<file path="config.mk">
export PLATFORM = sky130hd
export DESIGN_NAME = fifo_dual_port_flags
export DESIGN_NICKNAME = d
export VERILOG_FILES = /design/src/rtl/fifo_dual_port_flags.sv
export SDC_FILE = /design/constraint.sdc
export NUM_CORES = 1
export LEC_CHECK = 0
export CAP_MARGIN = 20
export CORE_MARGIN = 8
export CORE_UTILIZATION = 25
export CTS_CLUSTER_DIAMETER = 200
export DETAILED_ROUTE_END_ITERATION = 6
export PLACE_DENSITY = 0.41
export SETUP_SLACK_MARGIN = 0.4
export SKIP_CTS_REPAIR_TIMING = 1
export SLEW_MARGIN = 10
export SYNTH_ARGS = -nofsm -noshare
export SYNTH_HDL_FRONTEND = slang
export SYNTH_SLANG_ARGS = --single-unit
</file>
<file path="constraint.sdc">
create_clock -name clk -period 2.9 [get_ports clk]
set_input_delay 0.58 -clock clk [delete_from_list [all_inputs] [get_ports clk]]
set_output_delay 0.58 -clock clk [all_outputs]
set_load 0.01 [all_outputs]
</file>
<file path="src/rtl/fifo_dual_port_flags.sv">
`default_nettype none
// +--------------------------------------------------------------------------+
// | Module      : fifo_dual_port_flags                                       |
// | Description : Single-clock FIFO with independent push/pop enables,       |
// |               occupancy count, almost-full/almost-empty thresholds,      |
// |               sticky overflow/underflow flags and synchronous flush.     |
// | Revision    : 1.0 - initial release                                      |
// +--------------------------------------------------------------------------+
module fifo_dual_port_flags #(
  parameter int AddressDepth     = 4,
  parameter int DataWide         = 8,
  parameter int AlmostFullLevel  = 12,
  parameter int AlmostEmptyLevel = 2
) (
  input  logic                  clk,
  input  logic                  rst,
  input  logic                  CS,
  input  logic                  Flush,
  input  logic                  Wr_En,
  input  logic                  Rd_En,
  input  logic                  Clr_Err,
  input  logic [DataWide-1:0]   Data_In,
  output logic [DataWide-1:0]   Data_Out,
  output logic [AddressDepth:0] Count,
  output logic                  Full,
  output logic                  Empty,
  output logic                  Almost_Full,
  output logic                  Almost_Empty,
  output logic                  Overflow,
  output logic                  Underflow
);

  localparam int                     c_depth     = 1 << AddressDepth;
  localparam logic [AddressDepth:0]  c_depth_cnt = (AddressDepth+1)'(c_depth);
  localparam logic [AddressDepth:0]  c_cnt_one   = (AddressDepth+1)'(1);
  localparam logic [AddressDepth-1:0] c_ptr_one  = AddressDepth'(1);
  localparam logic [AddressDepth:0]  c_af_lvl    = (AddressDepth+1)'(AlmostFullLevel);
  localparam logic [AddressDepth:0]  c_ae_lvl    = (AddressDepth+1)'(AlmostEmptyLevel);

  logic [DataWide-1:0]     mem_q [c_depth];
  logic [AddressDepth-1:0] wr_ptr_q, wr_ptr_d;
  logic [AddressDepth-1:0] rd_ptr_q, rd_ptr_d;
  logic [AddressDepth:0]   count_q, count_d;
  logic [DataWide-1:0]     data_out_q, data_out_d;
  logic                    overflow_q, overflow_d;
  logic                    underflow_q, underflow_d;

  logic full, empty;
  logic push_req, pop_req;
  logic push_acc, pop_acc;
  logic flush_acc;

  // Status flags come straight from the registered count only.
  always_comb begin
    full  = (count_q == c_depth_cnt);
    empty = (count_q == '0);
  end

  // Accept/refuse decisions and next-state for pointers, count, data and flags.
  always_comb begin
    flush_acc   = CS & Flush;
    push_req    = CS & ~Flush & Wr_En;
    pop_req     = CS & ~Flush & Rd_En;
    // A pop on a full FIFO frees the slot that a simultaneous push needs.
    pop_acc     = pop_req & ~empty;
    push_acc    = push_req & (~full | pop_acc);

    wr_ptr_d    = wr_ptr_q;
    rd_ptr_d    = rd_ptr_q;
    count_d     = count_q;
    data_out_d  = data_out_q;
    overflow_d  = overflow_q;
    underflow_d = underflow_q;

    if (flush_acc) begin
      wr_ptr_d = '0;
      rd_ptr_d = '0;
      count_d  = '0;
    end else begin
      if (push_acc) begin
        wr_ptr_d = wr_ptr_q + c_ptr_one;
      end
      if (pop_acc) begin
        rd_ptr_d   = rd_ptr_q + c_ptr_one;
        data_out_d = mem_q[rd_ptr_q];
      end
      if (push_acc && !pop_acc) begin
        count_d = count_q + c_cnt_one;
      end else if (pop_acc && !push_acc) begin
        count_d = count_q - c_cnt_one;
      end
    end

    // Clear first so that an error in the same cycle re-sets its flag.
    if (CS && Clr_Err) begin
      overflow_d  = 1'b0;
      underflow_d = 1'b0;
    end
    if (push_req && !push_acc) begin
      overflow_d = 1'b1;
    end
    if (pop_req && empty) begin
      underflow_d = 1'b1;
    end
  end

  // Control state register; reset discards all stored entries at once.
  always_ff @(posedge clk or negedge rst) begin
    if (!rst) begin
      wr_ptr_q    <= '0;
      rd_ptr_q    <= '0;
      count_q     <= '0;
      data_out_q  <= '0;
      overflow_q  <= 1'b0;
      underflow_q <= 1'b0;
    end else begin
      wr_ptr_q    <= wr_ptr_d;
      rd_ptr_q    <= rd_ptr_d;
      count_q     <= count_d;
      data_out_q  <= data_out_d;
      overflow_q  <= overflow_d;
      underflow_q <= underflow_d;
    end
  end

  // Storage array write port; contents are intentionally not reset.
  always_ff @(posedge clk) begin
    if (push_acc) begin
      mem_q[wr_ptr_q] <= Data_In;
    end
  end

  assign Data_Out     = data_out_q;
  assign Count        = count_q;
  assign Full         = full;
  assign Empty        = empty;
  assign Almost_Full  = (count_q >= c_af_lvl);
  assign Almost_Empty = (count_q <= c_ae_lvl);
  assign Overflow     = overflow_q;
  assign Underflow    = underflow_q;

endmodule
`default_nettype wire

</file>
After elaboration in Yosys (flattened, before gate mapping)
Memory sizes are Yosys's and may differ from the RTL's. A register that Yosys moved wholly into a read port is not among the register bits.
Index checks and enable logic that the tools add are counted.
{"block": "classes", "addsub": 4, "magnitude_cmp": 2, "n_eq_ne": 1, "muxes": 12, "bitwise": 11, "reduce_logical": 15}
{"operator": "2-to-1 mux 4 bit", "count": 4}
{"operator": "2-to-1 mux 5 bit", "count": 3}
{"operator": "adder 4 x 1 -> 4 bit, second input constant", "count": 2}
{"operator": "nonzero test 2 bit", "count": 4}
{"operator": "AND 1 bit", "count": 6}
{"operator": "adder 5 x 1 -> 5 bit, second input constant", "count": 1}
{"operator": "equality test 5 bit, second input constant", "count": 1}
{"operator": "greater-or-equal comparator 5 x 4 -> 1 bit, second input constant", "count": 1}
{"operator": "<= comparator 5 x 2 -> 1 bit, second input constant", "count": 1}
{"operator": "logical AND 1 bit", "count": 5}
{"operator": "zero test 5 bit", "count": 1}
{"operator": "2-to-1 mux 1 bit", "count": 5}
{"operator": "subtractor 5 x 1 -> 5 bit, second input constant", "count": 1}
{"operator": "NOT 1 bit", "count": 4}
{"operator": "zero test 1 bit", "count": 3}
{"operator": "nonzero test 3 bit", "count": 1}
{"operator": "AND reduction 2 bit", "count": 1}
{"operator": "bitwise OR 1 bit", "count": 1}
{"block": "word_totals", "regBits": 15, "mem_bits_rw": 128, "input_bits": 15, "n_memories": 1}
{"memory": "mem_q", "words": 16, "word_bits": 8, "rd": 1, "rd_ports_with_merged_regs": 1, "write_ports": 1, "line_no": "40", "source": "logic [DataWide-1:0] mem_q [c_depth];"}

Longest topological paths before layout
Gate-level depths: netlist (run 1).
{"block": "depth", "depth_word": 11, "depth_mapped": 9, "depth_no_buf": 8}

Least setup slack after synthesis (run 1)
Ideal clock, no wire load.
{"block": "synth_path", "path_kind": "reg2reg", "from": "reg count_q[1], in the netlist Count[1]", "to": "reg count_q[4], in the netlist Count[4]", "setup_ns": 0.135, "t_arrival_ns": 2.597, "t_required_ns": 2.765, "setup_slack_ns": 0.167, "stages_incl_launch_ff": 10, "path_buffers": 1, "synth_period_minus_slack_ns": 2.733, "cell_sequence": "dfrtp_1 > or4_1 > buf_6 > a21oi_1 > nand2_1 > fa_1 > a21o_1 > a21oi_1 > mux2i_1 > a32oi_1"}
{"block": "synth_via", "elab_chain_len": 8}
{"element": "from (decl)", "line_no": "43", "source": "logic [AddressDepth:0] count_q, count_d;"}
{"element": "from (signal assigned)", "line_no": "119", "source": "count_q <= count_d;"}
{"element": "branches (longest 8 deep; another with subtractor 5 x 1 -> 5 bit)"}
Several ways; the timed one is not identified. The select of a mux whose other input is x is not followed.
A chain may end at the register's enable or synchronous reset.

Worst setup path after layout (run 1)
Ends and elaborated chain as after synthesis.

==> flow_metrics.env, run 1 <==
export IMPL_power_internal_w=0.00455
export IMPL_ios=34
export IMPL_cts_buffer_depth=2
export IMPL_dp_hpwl_um=9910
export IMPL_p_leak_nw=2.76
export IMPL_fin_nets=451
export IMPL_cellPowerDensity_mw_per_mm2=788
export IMPL_vias_per_cell=4.40
export IMPL_peakVddDrop_uv=370
export IMPL_gp_congestion=0.744
export IMPL_drt_pass1_iterations=4
export IMPL_critPathRequiredTime_ps=3190
export IMPL_routedWlPerCell_um=19.3
export IMPL_final_hold_viol_count=0
export IMPL_drc=0
export IMPL_worstPathMaxFanout=5
export IMPL_worstMarginPinSlew_ps=691
export IMPL_clk_latency_ps=420
export IMPL_ys_seq_area_frac=0.702
export IMPL_clock_skew_ps=8.71
export IMPL_clk_pin_slew_worst_paths_ps=60
export IMPL_setup_viol=0
export IMPL_synth_cells=347
export IMPL_power_switching_w=0.00172
export IMPL_fin_crit_ps=2530
export IMPL_tritoncts="built"
export IMPL_cts_sinks=151
export IMPL_dp_cells=730
export IMPL_grt_use_total=0.101
export IMPL_synth_edff_count=128
export IMPL_grt_pass1_vias=3657
export IMPL_whs_ps=487
export IMPL_n_fill_cell=2464
export IMPL_ys_types=47
export IMPL_drive_above_1_share=0.276
export IMPL_gr_total_overflow=0
export IMPL_worstPathArrival_ps=2820
export IMPL_fp_coreArea_mm2=0.0250
export IMPL_async_flop_share=0.152
export IMPL_cp_slowest_cell="or4_4"
export IMPL_synth_seq_cells=151
export IMPL_syn_nets=372
export IMPL_r2r_cells=9
export IMPL_rsz0062_at_grt="yes"
export IMPL_fin_cells=769
export IMPL_critPathKind="flip-flop to flip-flop"
export IMPL_hp_start="Overflow"
export IMPL_critPathCapture="Count[4]"
export IMPL_share_seq_of_total_power=0.407
export IMPL_syn_avg_cell_area_um2=18.1
export IMPL_grt_pass1_wl_um=23000
export IMPL_crit_path_start_kind="flip-flop"
export IMPL_die_height_um=175
export IMPL_fin_crit_sh=0.873
export IMPL_slew_violations=0
export IMPL_combPwrFrac=0.253
export IMPL_cpPeakStageDelay_ps=580
export IMPL_placementRows=58
export IMPL_dieArea_mm2=0.0305
export IMPL_port_buffers=33
export IMPL_swShare=0.275
export IMPL_worst_r2r_setup_slack_ps=370
export IMPL_cts_made_buffers=17
export IMPL_finalWirelength_um=14900
export IMPL_maxCapViolations=0
export IMPL_die_x_um=175
export IMPL_clockRootBuffer="clkbuf_16"
export IMPL_drtAntennaViolNets=0
export IMPL_initial_core_util=0.252
export IMPL_reg2reg_to="Count[4]"
export IMPL_cp_end_kind="flip-flop"
export IMPL_syn_to_final_growth_pct=26.5
export IMPL_antenna_found_initial=0
export IMPL_min_path_type="flip-flop to flip-flop"
export IMPL_r2r_start="Count[1]"
export IMPL_crit_chain="or4_4 > buf_4 > a21oi_4 > nand2_4 > fa_2 > a21o_1 > a21oi_2 > mux2i_1 > a32oi_1"
export IMPL_antennaDiodeCount=0
export IMPL_yosysWarningCount=0
export IMPL_pre_cts_ws_ps=205
export IMPL_setup_worst_path_start="Count[1]"
export IMPL_h_tree_depth=4
export IMPL_clkPwrFrac=0.340
export IMPL_drt_initial_drc_count=201
export IMPL_synth_ff_type="edfxtp_1"
export IMPL_final_core_util=0.319
export IMPL_grt_max_degree=36
export IMPL_status="finished clean"
export IMPL_relSlewSlack=0.538
export IMPL_max_freq_mhz=395
export IMPL_vias=3384
export IMPL_netlist_area_mm2=0.00630
export IMPL_layout_setup_ws_ps=368
## worst min-delay path by stage
stage | to | slack (ps) | cells after the start
global route | Overflow | 530 | 2
floorplan | Count[0] | 280 | 0
CTS | Overflow | 500 | 2
finish | Overflow | 490 | 2
global placement | Data_Out[1] | 480 | 2
detailed placement | Overflow | 480 | 2
## per-layer routing
metal	GRT usage	vias up	share of wire
met2	0.156	60	0.46
met3	0.0291	9	0.035
met1	0.137	1774	0.49
li1	-	1541	-
met5	0	-	0
met4	0.0286	0	0.0067
## Yosys cell counts (all sizes together) (2+ instances only)
library cell  count  share of area
edfxtp          128           0.61
mux4             32           0.11
dfrtp            23          0.091
mux2i            22          0.035
nand2            22          0.013
and2             12          0.012
buf              12          0.012
inv              10         0.0060
ha                9          0.018
o221ai            9          0.013
a21oi             6         0.0048
clkbuf            6         0.0036
nor2              6         0.0036
nand3             5         0.0040
o21ai             4         0.0050
nand2b            3         0.0030
nand3b            3         0.0036
xor2              3         0.0042
a21o              2         0.0024
a31oi             2         0.0030
a32oi             2         0.0028
and3b             2         0.0028
nor2b             2         0.0020
o211ai            2         0.0032
xnor2             2         0.0028
## critical path: cells and delay by family, from the launching register on
family,cells,cell delay (ps)
AOI/OAI and AO/OA,4,630
DFF,1,400
and+or+nand+nor,2,670
buffers and inverters,1,170
adders and majority gates,1,350
muxes,1,210
## through the flow
stage               total power [W]  setup TNS (ps)  instance area [um2]
floorplan                   0.00346               0                 6320
global placement            0.00407               0                 7320
detailed placement          0.00407               0                 7320
CTS                         0.00623           -64.1                 7880
global route                0.00659               0                 7970
finish                      0.00627               0                 7970
## power by group through the flow
stage | Sequential [W] | Combinational, W | Clock [W]
2_1_floorplan | 0.00264 | 0.000819 | 0
3_3_place_gp | 0.00260 | 0.00148 | 0
3_5_place_dp | 0.00260 | 0.00148 | 0
4_1_cts | 0.00255 | 0.00148 | 0.00220
5_1_grt | 0.00257 | 0.00174 | 0.00228
6_report | 0.00255 | 0.00159 | 0.00213
## kinds of logic after synthesis
| logic type | after synthesis | synth area share |
|---|---|---|
| buffers and inverters | 28 | 0.0211 |
| xor gates and xnor gates | 5 | 0.00696 |
| muxes | 54 | 0.149 |
| adders and majority gates | 10 | 0.0211 |
| DFF | 151 | 0.702 |
| AOI/OAI and AO/OA | 36 | 0.0461 |
| and+or+nand+nor | 63 | 0.0536 |
## final cells by class
class,count,area (um2),share of cell area
flip-flops and latches,151,4420,0.555
multi-input cells,168,1790,0.225
repair buffers,78,738,0.0927
clock buffers,20,437,0.0548
well taps,330,413,0.0518
clock inverters,12,128,0.0160
inverters,10,37.5,0.00471
## registers in the layout, indices dropped and copies added (netlist names)
signal / cells
Underflow: 1
wr_ptr_q: 4
rd_ptr_q: 4
mem_q: 128
Count: 5
Overflow: 1
Data_Out: 8
## placed cells by master (no fill, tap or decap), types with 4 or more instances in the layout
cell type        netlist  routed
clkbuf_16              0      17
a21oi_1                6       4
buf_12                 0       5
clkdlybuf4s50_1        0      30
o221ai_1               9       9
mux2i_1               22      22
and2_1                12      12
inv_1                 10      10
nand3_1                5       5
mux4_2                32      32
nor2_1                 6       5
edfxtp_1             128     128
nand2_1               22      20
ha_1                   9       9
buf_4                  0      40
dfrtp_1               23      20
(Power assumes the default switching activity.)
==> run 2: changes to the inputs <==
Settings changed: CORE_UTILIZATION 25 to 50, PLACE_DENSITY 0.41 to 0.69.
==> flow_metrics.env, run 2 (synthesis results as in run 1) <==
export IMPL_port_buffers=33
export IMPL_final_core_util=0.615
export IMPL_final_hold_viol_count=0
export IMPL_max_freq_mhz=401
export IMPL_worstMarginPinSlew_ps=925
export IMPL_crit_path_start_kind="flip-flop"
export IMPL_worstPathMaxFanout=4
export IMPL_dp_hpwl_um=8770
export IMPL_dieArea_mm2=0.0164
export IMPL_syn_to_final_growth_pct=21.7
export IMPL_placementRows=41
export IMPL_layout_commonest_cell="edfxtp_1"
export IMPL_fp_coreArea_mm2=0.0125
export IMPL_cts_made_buffers=17
export IMPL_cp_end_kind="output pin"
export IMPL_fin_setup_tns_ps=0
export IMPL_status="finished clean"
export IMPL_drive_above_1_share=0.272
export IMPL_n_fill_cell=928
export IMPL_cp_slowest_cell="or4_4"
export IMPL_tritoncts="built"
export IMPL_min_path_type="flip-flop to flip-flop"
export IMPL_cellPowerDensity_mw_per_mm2=791
export IMPL_finalWirelength_um=13100
export IMPL_clockRootBuffer="clkbuf_16"
export IMPL_routedWlPerCell_um=21.9
export IMPL_clock_skew_ps=8.81
export IMPL_critPathKind="flip-flop to output pin"
export IMPL_fin_crit_sh=0.860
export IMPL_cpPeakStageDelay_ps=590
export IMPL_gp_congestion=0.794
export IMPL_path_delay_family="simple AND/OR/NAND/NOR gates"
export IMPL_worstPathArrival_ps=1910
export IMPL_peakVddDrop_uv=514
export IMPL_crit_chain="or4_4 > buf_4 > nor2_1 > dlymetal6s2s_1"
export IMPL_clk_pin_slew_worst_paths_ps=60
export IMPL_regMostFlops="mem_q"
export IMPL_fin_nets=439
export IMPL_cts_sinks=151
export IMPL_cts_buffer_depth=2
export IMPL_vias_per_cell=5.66
export IMPL_antennaDiodeCount=0
export IMPL_drc=0
export IMPL_drtAntennaViolNets=0
export IMPL_p_leak_nw=2.68
export IMPL_rsz0062_at_grt="yes"
export IMPL_antenna_found_initial=0
export IMPL_grt_max_degree=24
export IMPL_layout_common_cells="edfxtp_1, mux4_2, clkdlybuf4s50_1"
export IMPL_relSlewSlack=0.384
export IMPL_grt_pass1_vias=3561
export IMPL_h_tree_depth=4
export IMPL_critPathRequiredTime_ps=2320
export IMPL_maxCapViolations=0
export IMPL_setup_viol=0
export IMPL_vias=3388
export IMPL_largest_reg_flops=128
export IMPL_ios=34
export IMPL_fin_crit_ps=2490
export IMPL_clk_latency_ps=430
export IMPL_path_buf_inv=2
export IMPL_gr_total_overflow=0
export IMPL_slew_violations=0
export IMPL_die_x_um=128
export IMPL_drt_pass1_iterations=4
export IMPL_initial_core_util=0.505
export IMPL_grt_pass1_wl_um=20500
export IMPL_grt_use_total=0.172
export IMPL_die_height_um=128
export IMPL_drt_initial_drc_count=252
==> run 2: changes by cell type in the layout (fill, tap and decap cells not counted), sizes merged <==
cell | previous run | this run
buf | 45 | 33
bufinv | 2 | 0
clkbuf | 20 | 17
clkinvlp | 2 | 4
inv | 11 | 14
==> run 2: worst paths after layout <==
kind	start	to	slack, ps	cells past startpoint
worst max-delay path	Count[1]	Empty	410	4
worst min-delay path	Overflow	Overflow	490	2
worst max register to register	Count[1]	Count[4]	440	8
worst min register to register	Overflow	Overflow	490	2
max in group asynchronous	rst	rd_ptr_q[1]	2100	2
min in group asynchronous	rst	Count[3]	530	2
==> run 2: power by group <==
group          total [W]  leakage [nW]  internal [W]  switching, W
combinational    0.00143         0.977      0.000765      0.000664
clock            0.00201         0.257       0.00111      0.000899
sequential       0.00263          1.45       0.00248      0.000153
total            0.00606          2.68       0.00435       0.00172
==> run 2: area by class of cell <==
class                           count  area, um2  share of cell area
Clock buffer                       17        425              0.0555
Clock inverter                     15        123              0.0160
Inverter                           10       37.5             0.00490
Multi-Input combinational cell    168       1790               0.233
Sequential cell                   151       4430               0.578
Tap cell                          172        215              0.0281
Timing Repair Buffer               66        648              0.0846
==> run 2: routing by layer <==
layer  vias to the layer above  wire length [um]  global-route usage
met5                         -                 0                   0
met4                         0               406              0.0825
met3                        29               734              0.0491
met2                       100              6020               0.258
met1                      1735              5960               0.225
li1                       1524                 -                   -
==> run 2: tightest hold or removal path, delay by kind of cell, from the launching register on <==
kind / cells / cell delay [ps]
DFF: 1 / 340
AOI/OAI and AO/OA: 1 / 60
and+or+nand+nor: 1 / 60
==> run 2: metrics by stage <==
step / setup slack, ps / std cells / hold slack (ps) / cell area [um2] / power (W)
2_1_floorplan: 402 / 347 / 284 / 6320 / 0.00346
3_3_place_gp: 140 / 559 / 479 / 7020 / 0.00399
3_5_place_dp: 175 / 559 / 480 / 7020 / 0.00401
4_1_cts: -151 / 591 / 495 / 7570 / 0.00602
5_1_grt: 324 / 599 / 522 / 7660 / 0.00633
6_report: 406 / 599 / 488 / 7660 / 0.00606
